File: config.mk
export PLATFORM = sky130hd
export DESIGN_NAME = tick_timer
export DESIGN_NICKNAME = d
export VERILOG_FILES = /design/src/rtl/tick_timer.sv
export SDC_FILE = /design/constraint.sdc
export NUM_CORES = 1
export LEC_CHECK = 0
export BUFFER_PORTS_ARGS = -buffer_cell sky130_fd_sc_hd__buf_2
export CAP_MARGIN = 30
export CELL_PAD_IN_SITES_DETAIL_PLACEMENT = 0
export CELL_PAD_IN_SITES_GLOBAL_PLACEMENT = 1
export CORE_AREA = 2 2 47 92
export DETAILED_ROUTE_END_ITERATION = 6
export DIE_AREA = 0 0 49 94
export PLACE_DENSITY = 0.88
export SLEW_MARGIN = 20
export SYNTH_ARGS = -nofsm -noshare
export SYNTH_HDL_FRONTEND = slang
export SYNTH_SLANG_ARGS = --single-unit
File: constraint.sdc
create_clock -name CLK -period 2.35 [get_ports CLK]
set_input_delay 0 -clock CLK [delete_from_list [all_inputs] [get_ports CLK]]
set_output_delay 0 -clock CLK [all_outputs]
set_load 0.01 [all_outputs]
File: src/rtl/tick_timer.sv
// ============================================================================
// Module   : tick_timer
// Brief    : Bus-mapped tick counter with period compare, auto-reload and IRQ.
// Revision : 1.0
// ============================================================================
`default_nettype none

module tick_timer #(
    parameter logic [7:0] BASE_ADDR   = 8'hF0,
    parameter int         Timer_Width = 8
) (
    input  logic       CLK,
    input  logic       Reset,
    input  logic       TICK_IN,
    input  logic [7:0] BUS_ADDR,
    input  logic [7:0] BUS_DATA_IN,
    input  logic       BUS_WE,
    output logic [7:0] BUS_DATA_OUT,
    output logic       BUS_DATA_OE,
    output logic       IRQ_RAISE,
    input  logic       IRQ_ACK
);

    localparam logic [1:0] c_OFF_CTRL   = 2'd0;
    localparam logic [1:0] c_OFF_PERIOD = 2'd1;
    localparam logic [1:0] c_OFF_COUNT  = 2'd2;
    localparam logic [1:0] c_OFF_STATUS = 2'd3;
    localparam logic [Timer_Width-1:0] c_ONE = Timer_Width'(1);

    typedef enum logic [1:0] {
        S_IDLE    = 2'd0,
        S_RUNNING = 2'd1,
        S_DONE    = 2'd2
    } state_t;

    state_t                 r_state;
    state_t                 w_state_next;
    logic [2:0]             r_ctrl;
    logic [Timer_Width-1:0] r_period;
    logic [Timer_Width-1:0] r_count;
    logic [Timer_Width-1:0] w_count_next;
    logic                   r_pending;
    logic                   r_done;
    logic                   w_expire;

    logic [8:0]             w_addr_diff;
    logic                   w_in_range;
    logic [1:0]             w_offset;
    logic                   w_wr_ctrl;
    logic                   w_wr_period;
    logic                   w_wr_status;
    logic                   w_rd_en;
    logic [7:0]             w_rd_data;
    logic [7:0]             w_period_ext;
    logic [7:0]             w_count_ext;

    // 9-bit subtraction: addresses below the base wrap to >= 256 and fall out of range
    assign w_addr_diff = {1'b0, BUS_ADDR} - {1'b0, BASE_ADDR};
    assign w_in_range  = (w_addr_diff < 9'd4);
    assign w_offset    = w_addr_diff[1:0];

    assign w_wr_ctrl   = BUS_WE && w_in_range && (w_offset == c_OFF_CTRL);
    assign w_wr_period = BUS_WE && w_in_range && (w_offset == c_OFF_PERIOD);
    assign w_wr_status = BUS_WE && w_in_range && (w_offset == c_OFF_STATUS);
    assign w_rd_en     = !BUS_WE && w_in_range;

    always_ff @(posedge CLK) begin
        if (Reset) begin
            r_state <= S_IDLE;
        end else begin
            r_state <= w_state_next;
        end
    end

    // A CTRL write overrides any same-cycle tick
    always_comb begin
        w_state_next = r_state;
        w_count_next = r_count;
        w_expire     = 1'b0;
        if (w_wr_ctrl) begin
            w_count_next = '0;
            w_state_next = BUS_DATA_IN[0] ? S_RUNNING : S_IDLE;
        end else if ((r_state == S_RUNNING) && TICK_IN) begin
            if (r_count >= r_period) begin
                w_expire     = 1'b1;
                w_count_next = '0;
                w_state_next = r_ctrl[2] ? S_RUNNING : S_DONE;
            end else begin
                w_count_next = r_count + c_ONE;
            end
        end
    end

    always_ff @(posedge CLK) begin
        if (Reset) begin
            r_ctrl    <= '0;
            r_period  <= '0;
            r_count   <= '0;
            r_pending <= 1'b0;
            r_done    <= 1'b0;
            IRQ_RAISE <= 1'b0;
        end else begin
            r_count <= w_count_next;
            if (w_wr_ctrl) begin
                r_ctrl <= BUS_DATA_IN[2:0];
            end
            if (w_wr_period) begin
                r_period <= BUS_DATA_IN[Timer_Width-1:0];
            end
            // Expiry wins over a same-cycle clear
            if (w_expire) begin
                r_pending <= 1'b1;
            end else if (IRQ_ACK || (w_wr_status && BUS_DATA_IN[0])) begin
                r_pending <= 1'b0;
            end
            if (w_expire && !r_ctrl[2]) begin
                r_done <= 1'b1;
            end else if (w_wr_status && BUS_DATA_IN[1]) begin
                r_done <= 1'b0;
            end
            IRQ_RAISE <= r_pending && r_ctrl[1];
        end
    end

    always_comb begin
        w_period_ext = '0;
        w_count_ext  = '0;
        w_period_ext[Timer_Width-1:0] = r_period;
        w_count_ext[Timer_Width-1:0]  = r_count;
    end

    always_comb begin
        w_rd_data = '0;
        case (w_offset)
            c_OFF_CTRL:   w_rd_data = {5'b0, r_ctrl};
            c_OFF_PERIOD: w_rd_data = w_period_ext;
            c_OFF_COUNT:  w_rd_data = w_count_ext;
            c_OFF_STATUS: w_rd_data = {6'b0, r_done, r_pending};
            default:      w_rd_data = '0;
        endcase
    end

    always_ff @(posedge CLK) begin
        if (Reset) begin
            BUS_DATA_OUT <= '0;
            BUS_DATA_OE  <= 1'b0;
        end else begin
            BUS_DATA_OUT <= w_rd_en ? w_rd_data : 8'h00;
            BUS_DATA_OE  <= w_rd_en;
        end
    end

endmodule

`default_nettype wire

Yosys cells after proc, flatten, opt, wreduce, memory -nomap -nowiden
Index checks and enable logic that the tools add are counted.
{"block": "word_totals", "out_inout_bits": 10, "word_cells": 53, "regBits": 33}
{"block": "op_classes", "n_bitwise": 1, "mux": 14, "n_eq_ne": 4, "order_cmp": 2, "reduce_logical": 21, "n_addsub": 2}
{"operator": "8-bit case mux with 4 select lines", "count": 1}
{"operator": "1-bit logical AND", "count": 10}
{"operator": "9-bit by 3-bit less-than comparator with 1-bit output (second input constant)", "count": 1}
{"operator": "8-bit by 8-bit subtractor with 9-bit output (second input constant)", "count": 1}
{"operator": "8-bit by 1-bit adder with 8-bit output (second input constant)", "count": 1}
{"operator": "8-bit greater-or-equal comparator", "count": 1}
{"operator": "1-bit two-way mux", "count": 8}
{"operator": "2-bit two-way mux", "count": 4}
{"operator": "8-bit two-way mux", "count": 1}
{"operator": "2-bit nonzero test", "count": 4}
{"operator": "2-bit by 1-bit == test with 1-bit output (second input constant)", "count": 2}
{"operator": "2-bit == test (second input constant)", "count": 2}
{"operator": "2-bit OR reduction", "count": 2}
{"operator": "1-bit zero test", "count": 2}
{"operator": "2-bit zero test", "count": 1}
{"operator": "2-bit AND reduction", "count": 1}
{"operator": "1-bit logical OR", "count": 1}
{"operator": "1-bit inverter", "count": 1}

Longest topological paths before layout
Gate-level depths: netlist (run 1).
{"block": "depth", "word_depth": 8, "mapped_depth": 7, "ltp_nobuf": 7}

Worst setup path after synthesis (run 1)
Ideal clock, no wire load.
{"block": "synth_timing", "path_kind": "reg-to-reg", "start": "register r_count[0]", "end": "register r_done", "synth_period_minus_slack_ps": 1758, "setup_ps": 128, "t_arrival_ps": 1630, "path_buffers": 0, "path_stages_with_launch": 8, "path_slack_ps": 592, "path_cell_list": "dfxtp_1 -> inv_1 -> ha_1 -> nand2b_1 -> a2111oi_2 -> nor3_1 -> o211ai_1 -> o22ai_1"}
{"block": "synth_between", "elab_chain_cells": 6, "word_cells_on_any_way": 7, "classes_between": "order compare (1); mux (4); reduce/logical (2)"}
{"element": "start, declared", "line": "40", "rtl": "logic [Timer_Width-1:0] r_count;"}
{"element": "start signal, assigned", "line": "103", "rtl": "r_count <= w_count_next;"}
{"element": "8-bit greater-or-equal comparator (*)", "line": "84", "rtl": "if (r_count >= r_period) begin"}
{"element": "1-bit two-way mux (*)", "line": "84"}
{"element": "1-bit two-way mux (*)", "line": "83", "rtl": "end else if ((r_state == S_RUNNING) && TICK_IN) begin"}
{"element": "1-bit two-way mux (*)", "line": "80", "rtl": "if (w_wr_ctrl) begin"}
{"element": "1-bit logical AND (*)", "line": "116", "rtl": "if (w_expire && !r_ctrl[2]) begin"}
{"element": "1-bit two-way mux / 2-bit nonzero test (equally long branches)"}
{"element": "end signal, assigned", "line": "100", "rtl": "r_done <= 1'b0;"}
{"element": "end signal, assigned", "line": "117", "rtl": "r_done <= 1'b1;"}
{"element": "end signal, assigned", "line": "119", "rtl": "r_done <= 1'b0;"}
{"element": "end, declared", "line": "43", "rtl": "logic r_done;"}
Mark *: on every way between the ends. The rest lies on a longest branch, timed or not.
A chain may end at the register's enable or synchronous reset.

Worst setup path in the final report (run 1)
Ends and elaborated chain as after synthesis.

==> results by group, run 1 <==
Cells and area
  – Nets: 234
  – Flip-flop and latch area: 661 sq um
  – Synth-to-Final Area Change: 24.6%
  – Diode count: 0
  – Final Util: 0.496
  – Final-layout fill cell count: 390
  – Multi-input logic area: 817 sq um
  – Ratio of cells with drive above 1 in the final layout: 0.211

Yosys
  – Multiplexer share of the synthesized area: 0.113
  – Post-Synthesis Cells: 163
  – Sequential fraction of the synthesis area: 0.428
  – Post-Synth XOR/XNOR Area: 0.0397
  – Post-synth EDFFs: 0
  – Synth Area in Compound Gates: 0.0769
  – Post-Synth Simple-Gate Area: 0.218
  – Post-synth top flop: dfxtp_1
  – Post-Syn Area per Cell: 9.48 sq um
  – Synth Cell Area: between 1500 and 2000 sq um
  – Share of async-settable or async-resettable flops after synthesis: 0
  – Largest family of logic cells by synthesized area: simple AND/OR/NAND/NOR gates
  – Synthesized net count: 194
  – Synth warn: 0
  – Adder-cell area share of the yosys netlist: 0.0810
  – Netlist cell types: 36
  – #FFs+latches synth: 33

Critical path
  – Reg2Reg Depth: 7
  – Crit path max-delay cell type: dfxtp_1
  – RR Startpoint: r_count[0]
  – Critical Path RT: roughly 2.5 ns
  – Launch point of the worst path: r_count[0]
  – Crit path capture type: flip-flop
  – Crit path largest cell delay: roughly 0.43 ns
  – FF-to-FF End: r_done
  – Chain of cells forming the critical path: inv_1 > ha_1 > nand2b_1 > a2111oi_2 > nor3_1 > o211ai_1 > o22ai_1
  – Worst path arrival time: 2.09 ns
  – Largest delay share family, worst path: compound AO/OA/AOI/OAI gates
  – Setup crit start kind: flip-flop
  – Buf/Inv on CP: 1
  – R2R Setup Slk: 0.42 ns
  – Crit Path Category: reg -> reg
  – Crit-path max FO: 6

STA
  – Least-Margin Pin Slew: 0.431 ns
  – RSZ-0062 raised after global routing: no
  – Setup Skew: approximately 0.0074 ns
  – Worst setup margin: 0.421 ns
  – Part of the cycle the worst path needs: 0.821
  – Fin Hold WS: 0.00966 ns
  – Slew Viols, Final: 0
  – Setup TNS: 0 ns
  – Max-slew headroom: 0.712
  – Final setup fails: 0
  – Fmax: about 520 MHz
  – Final Hold Vio Count: 0
  – Fin crit period: a little under 2 ns

Clock tree
  – Total CTS buffers: 5
  – Worst-path clk slew: 0.07 ns
  – Max Buffers Root-to-Sink: 2
  – # hold bufs at CTS: 8
  – Resized cells post-CTS: 0
  – Htree depth: 2
  – Worst-Skew Late Latency: a little under 0.3 ns
  – Sink Count: 33
  – CTS tree: yes
  – Postcts setup bufs: 0
  – Root Buffer: clkbuf_8

Route
  – Wirelength per Cell: 12.7 um
  – Vias: 1,270
  – Antenna-violating nets left: 0
  – Post-DR vias/cell: 4.98
  – Routed wire length: 3.23 mm
  – Initial DRC Count: 21
  – DRC: 0
  – 1st-pass router iterations: 4

Floorplanning
  – Core Region: 3880 sq um
  – Die ar.: around 4600 sq um
  – Vert. Die Dim: 94 um
  – # rows: 32
  – Initial core utilization: 0.398
  – IO Pins: 31
  – Die Width: 49 um

Global route
  – Overflow after GRT: 0
  – First-pass GRT wire length: 5.37 mm
  – Gr usage total: 0.156
  – Vias in the first global route: roughly 1,200
  – Initial antenna violation count: 0
  – Maximum number of pins on one net before global-route repair: 17

Min path
  – Min-Delay Path Class: in -> reg
  – Hold Crit Depth: 3
  – Hold wc startpoint: BUS_DATA_IN[0]
  – WHS Endpoint: r_period[0]

Placed design
  – Input/output buffers: 30
  – Dpl ws: 0.434 ns
  – Gpl congestion: 0.781
  – Detail Placement HPWL: 2.53 mm

Pwr
  – Peak supply drop: 0.301 mV
  – Pwr dens: 603 nW/um^2
  – Leak: 0.886 nW

Job
  – # Max-Cap Violations: 0

Outcome
  – Status: finished, final reports clean
[cell families (layout without fill, tap and decap cells)]
group | Yosys count | count (layout)
adders and majority gates | 10 | 10
DFF | 33 | 33
xor gates and xnor gates | 7 | 7
buffers and inverters | 15 | 56
AOI/OAI and AO/OA | 17 | 17
and+or+nand+nor | 66 | 66
muxes | 15 | 15
[worst max path at each step]
stage,end,depth (start not counted)
after floorplan,r_done,7
after global placement,r_done,7
after detailed placement,r_done,7
after CTS,r_done,7
after global routing,r_done,7
final,r_done,7
[layout make-up]
cell class              instances  area share
clock buffers                   7      0.0448
clock inverters                 1      0.0156
inverters                      10      0.0195
multi-input cells             115       0.424
flip-flops and latches         33       0.343
well taps                      51      0.0331
repair buffers                 38       0.120
[tightest hold or removal path, delay by kind of cell]
kind                   cells  cell delay [ns]
buffers and inverters      1             0.12
muxes                      1             0.07
and+or+nand+nor            1             0.08
[flip-flops by register name, indices dropped and copies added (netlist names)]
| name | flops |
|---|---|
| r_done | 1 |
| r_period | 8 |
| r_count | 8 |
| BUS_DATA_OE | 1 |
| IRQ_RAISE | 1 |
| r_state | 2 |
| r_pending | 1 |
| BUS_DATA_OUT | 8 |
| r_ctrl | 3 |
[synthesized netlist by cell type (all sizes together) (3+ instances only)]
master,number,area share
mux2i,13,0.084
xor2,4,0.023
dfxtp,33,0.43
and3,4,0.016
a21oi,4,0.013
nand4,5,0.020
ha,10,0.081
nand2,10,0.026
o21ai,3,0.0097
clkbuf,3,0.0073
xnor2,3,0.017
inv,10,0.024
nor2,30,0.073
nor3b,3,0.015
a22oi,5,0.024
nand3,3,0.013
[through the flow]
step                      instances  power (mW)  area (sq um)
final                           255        1.16          1930
after global routing            255        1.20          1930
after CTS                       255        1.17          1930
after detailed placement        239       0.616          1730
after global placement          239       0.615          1730
after floorplan                 163       0.594          1550
[layer usage]
layer  GRT usage  share of wire
met3      0.0414          0.048
met2       0.268           0.52
met5           0              0
met4       0.133          0.047
met1       0.152           0.38
[placed cells by master (no fill, tap or decap), types with 3 or more instances in the layout]
cell type      netlist  final
inv_1               10     10
nand4_1              5      5
nand2_1              9      9
xor2_1               4      4
clkbuf_8             0      6
nor2_1              30     30
a22oi_1              5      5
dlygate4sd3_1        0      8
nor3b_1              3      3
mux2i_1             13     13
dfxtp_1             33     33
a21oi_1              4      4
xnor2_1              3      3
buf_2                0     30
ha_1                10     10
and3_1               4      4
[report_power, final]
group | switching (mW) | internal (mW) | total, mW | leakage, nW
registers | 0.0000411 | 0.559 | 0.559 | 0.266
logic | 0.0260 | 0.0275 | 0.0535 | 0.562
clock network | 0.203 | 0.345 | 0.548 | 0.0585
total | 0.229 | 0.932 | 1.16 | 0.886
No activity file was read; power rests on OpenSTA's default activity.
==> inputs of run 2 (changes only) <==
Settings changed: ABC_AREA from default to 1, CORE_AREA 2 2 47 92 to 2 2 50 98, DIE_AREA 0 0 49 94 to 0 0 52 100, PLACE_DENSITY 0.88 to 0.87.
Clock period 2.35 ns to 1.9 ns, I/O delays scaled along.
==> run 2 against run 1 <==
Routed wire length grew 5.5%. Sequential power grew 24%. Clock skew is essentially flat. Global-route usage shrank 0.91 points. Sequential share of layout area shrank 1.5 points. Worst hold slack gained 0.0064 ns. Clock power grew 4.9%.
==> results by group, run 2 <==
Outcome
  – Status: finished, final reports clean

Yosys
  – Largest family of logic cells by synthesized area: simple AND/OR/NAND/NOR gates
  – Post-Synth XOR/XNOR Area: 0.0105
  – Post-synth top flop: dfxtp_1
  – Synth top area share: 0.396
  – Top-count cell post-synth: nand2_1
  – Largest area contributor in the netlist: dfxtp_1
  – #FFs+latches synth: 33
  – Post-Synth Simple-Gate Area: 0.286
  – Share of async-settable or async-resettable flops after synthesis: 0
  – Adder-cell area share of the yosys netlist: 0.0750
  – Synth warn: 0
  – Synth Area in Compound Gates: 0.133
  – Sequential fraction of the synthesis area: 0.396
  – Post-synth EDFFs: 0
  – Netlist cell types: 30
  – Post-Synthesis Cells: 230
  – Synthesized net count: 261
  – Post-Syn Area per Cell: a little over 7 sq um
  – Commonest cells in the netlist: 59 x nand2_1, 37 x inv_1, 33 x dfxtp_1, 20 x a21oi_1, 19 x nor2_1
  – Multiplexer share of the synthesized area: 0
  – Top cells by area, synth: dfxtp_1 40%, nand2_1 13%, inv_1 8.3%
  – Synth Cell Area: about 1700 sq um

Min path
  – Min-Delay Path Class: in -> reg

Global route
  – GR Util met1: 0.175
  – Initial antenna violation count: 0
  – GR peak layer: met2
  – Vias in the first global route: 1,443
  – Overflow after GRT: 0
  – Gr usage total: 0.147
  – M2 GR Usage: 0.238
  – Maximum number of pins on one net before global-route repair: 16
  – M3 GR Usage: 0.0402
  – First-pass GRT wire length: about 6.0 mm

Critical path
  – Crit path largest cell delay: 0.33 ns
  – Crit path capture type: flip-flop
  – Crit-path max FO: 9
  – Crit Path Category: reg -> reg
  – Critical path's most frequent cell: nand2_1
  – Chain of cells forming the critical path: inv_1 > ha_1 > a21o_1 > nor2_1 > nand2_1 > nand2_1 > nand2_2 > o21ai_0
  – Worst path arrival time: 1.86 ns
  – Critical Path RT: 2.11 ns
  – Crit path max-delay cell type: dfxtp_1
  – Setup crit start kind: flip-flop

Cells and area
  – Largest registers: BUS_DATA_OUT: 8 flops, r_count: 8 flops, r_period: 8 flops
  – Final-layout fill cell count: 480
  – Diode count: 0
  – Flip-flop and latch area: 661 sq um
  – Fin cells: 325
  – Ratio of cells with drive above 1 in the final layout: 0.207
  – Most common cell after layout, fill and taps aside: nand2_1
  – Design Area, Final: 2020 sq um
  – Commonest cells after routing, fill and taps aside: 59 x nand2_1, 37 x inv_1, 33 x dfxtp_1
  – Nets: 300
  – Multi-input logic area: 841 sq um
  – Synth-to-Final Area Change: 20.8%

Clock tree
  – Worst-Skew Late Latency: approximately 0.28 ns
  – Sink Count: 33
  – Resized cells post-CTS: 0
  – # hold bufs at CTS: 4
  – Worst-path clk slew: 0.07 ns
  – CTS tree: yes
  – Root Buffer: clkbuf_8
  – Total CTS buffers: 5
  – Postcts setup bufs: 0
  – Max Buffers Root-to-Sink: 2
  – Htree depth: 2

Route
  – Antenna-violating nets left: 0
  – DRC: 0
  – Wirelength per Cell: between 10 and 15 um
  – 1st-pass router iterations: 4
  – Vias: 1,504
  – Routed wire length: 3.41 mm
  – Initial DRC Count: 29
  – Post-DR vias/cell: 4.63

Pwr
  – Peak supply drop: around 0.45 mV
  – Leak: 0.925 nW
  – Pwr dens: about 670 nW/um^2

STA
  – Slew Viols, Final: 0
  – Fin crit period: ~1.7 ns
  – Max-slew headroom: 0.745
  – Final setup fails: 0
  – Setup Skew: 0.00697 ns
  – Part of the cycle the worst path needs: 0.872
  – RSZ-0062 raised after global routing: no
  – Least-Margin Pin Slew: 0.382 ns
  – Final Hold Vio Count: 0
  – Setup TNS: 0 ns
  – Fmax: 604 MHz

Job
  – # Max-Cap Violations: 0

Floorplanning
  – # rows: 35
  – Die Width: 52 um
  – Die ar.: 5200 sq um
  – Core Region: 4510 sq um
  – Initial core utilization: 0.370
  – Vert. Die Dim: 100 um
  – IO Pins: 31

Placed design
  – Gpl congestion: about 0.8
  – Input/output buffers: 30
  – Area post-placement: between 1500 and 2000 sq um
  – Placed Cells: approximately 310
  – Detail Placement HPWL: between 2 and 3 mm
==> run 2: cell types whose count changed in the layout (fill, tap and decap cells not counted), moves of 4 or more <==
cell           previous run  this run
nor2_1                   30        19
inv_1                    10        37
a21oi_1                   4        20
o21ai_0                   2         8
nand3_1                   2         9
nand2_1                   9        59
nor3_1                    1         5
mux2i_1                  13         0
dlygate4sd3_1             8         4
and3_1                    4         0
a22oi_1                   5         0
==> run 2: kinds of logic (layout without fill, tap and decap cells) <==
| logic type | after synthesis | after routing |
|---|---|---|
| and+or+nand+nor | 105 | 105 |
| adders and majority gates | 10 | 10 |
| buffers and inverters | 42 | 82 |
| DFF | 33 | 33 |
| AOI/OAI and AO/OA | 38 | 38 |
| xor gates and xnor gates | 2 | 2 |
==> run 2: critical path: cells and delay by family (launching register included) <==
kind                     cells  cell delay, ns
flip-flops                   1            0.33
buffers and inverters        1            0.06
adder cells (fa/ha/maj)      1            0.31
AND/OR/NAND/NOR              4            0.53
AO/OA/AOI/OAI                2            0.35
==> run 2: stage by stage <==
stage	hold slack, ns	power [mW]	setup WS, ns	util
after CTS	0.00741	1.36	0.226	0.447
after global placement	0.263	0.782	0.309	0.416
final	0.0161	1.35	0.244	0.447
after detailed placement	0.268	0.783	0.243	0.416
after global routing	0.0215	1.40	0.0422	0.447
after floorplan	0.157	0.746	0.485	-
==> run 2: routing by layer <==
metal	vias up	routed length (um)
li1	808	-
met1	650	1540
met2	35	1570
met3	11	205
met4	0	80
met5	-	0
==> run 2: layout make-up <==
class                   instances  share of cell area
multi-input cells             155               0.417
well taps                      55              0.0341
flip-flops and latches         33               0.328
clock buffers                   7              0.0478
clock inverters                 1             0.00248
repair buffers                 35              0.0981
inverters                      39              0.0726
==> run 2: report_power, final <==
part | leakage, nW | switching [mW] | internal [mW]
clock | 0.0542 | 0.248 | 0.327
combinational | 0.605 | 0.0488 | 0.0328
sequential | 0.266 | 0.0000399 | 0.692
==> run 2: final timing paths <==
kind	startpoint	to	slack [ns]	depth (start not counted)
worst min register to register	r_pending	IRQ_RAISE	0.47	2
worst max register to register	r_period[7]	r_state[1]	0.24	8
worst max-delay path	r_period[7]	r_state[1]	0.24	8
worst min-delay path	BUS_DATA_IN[0]	r_period[0]	0.02	3
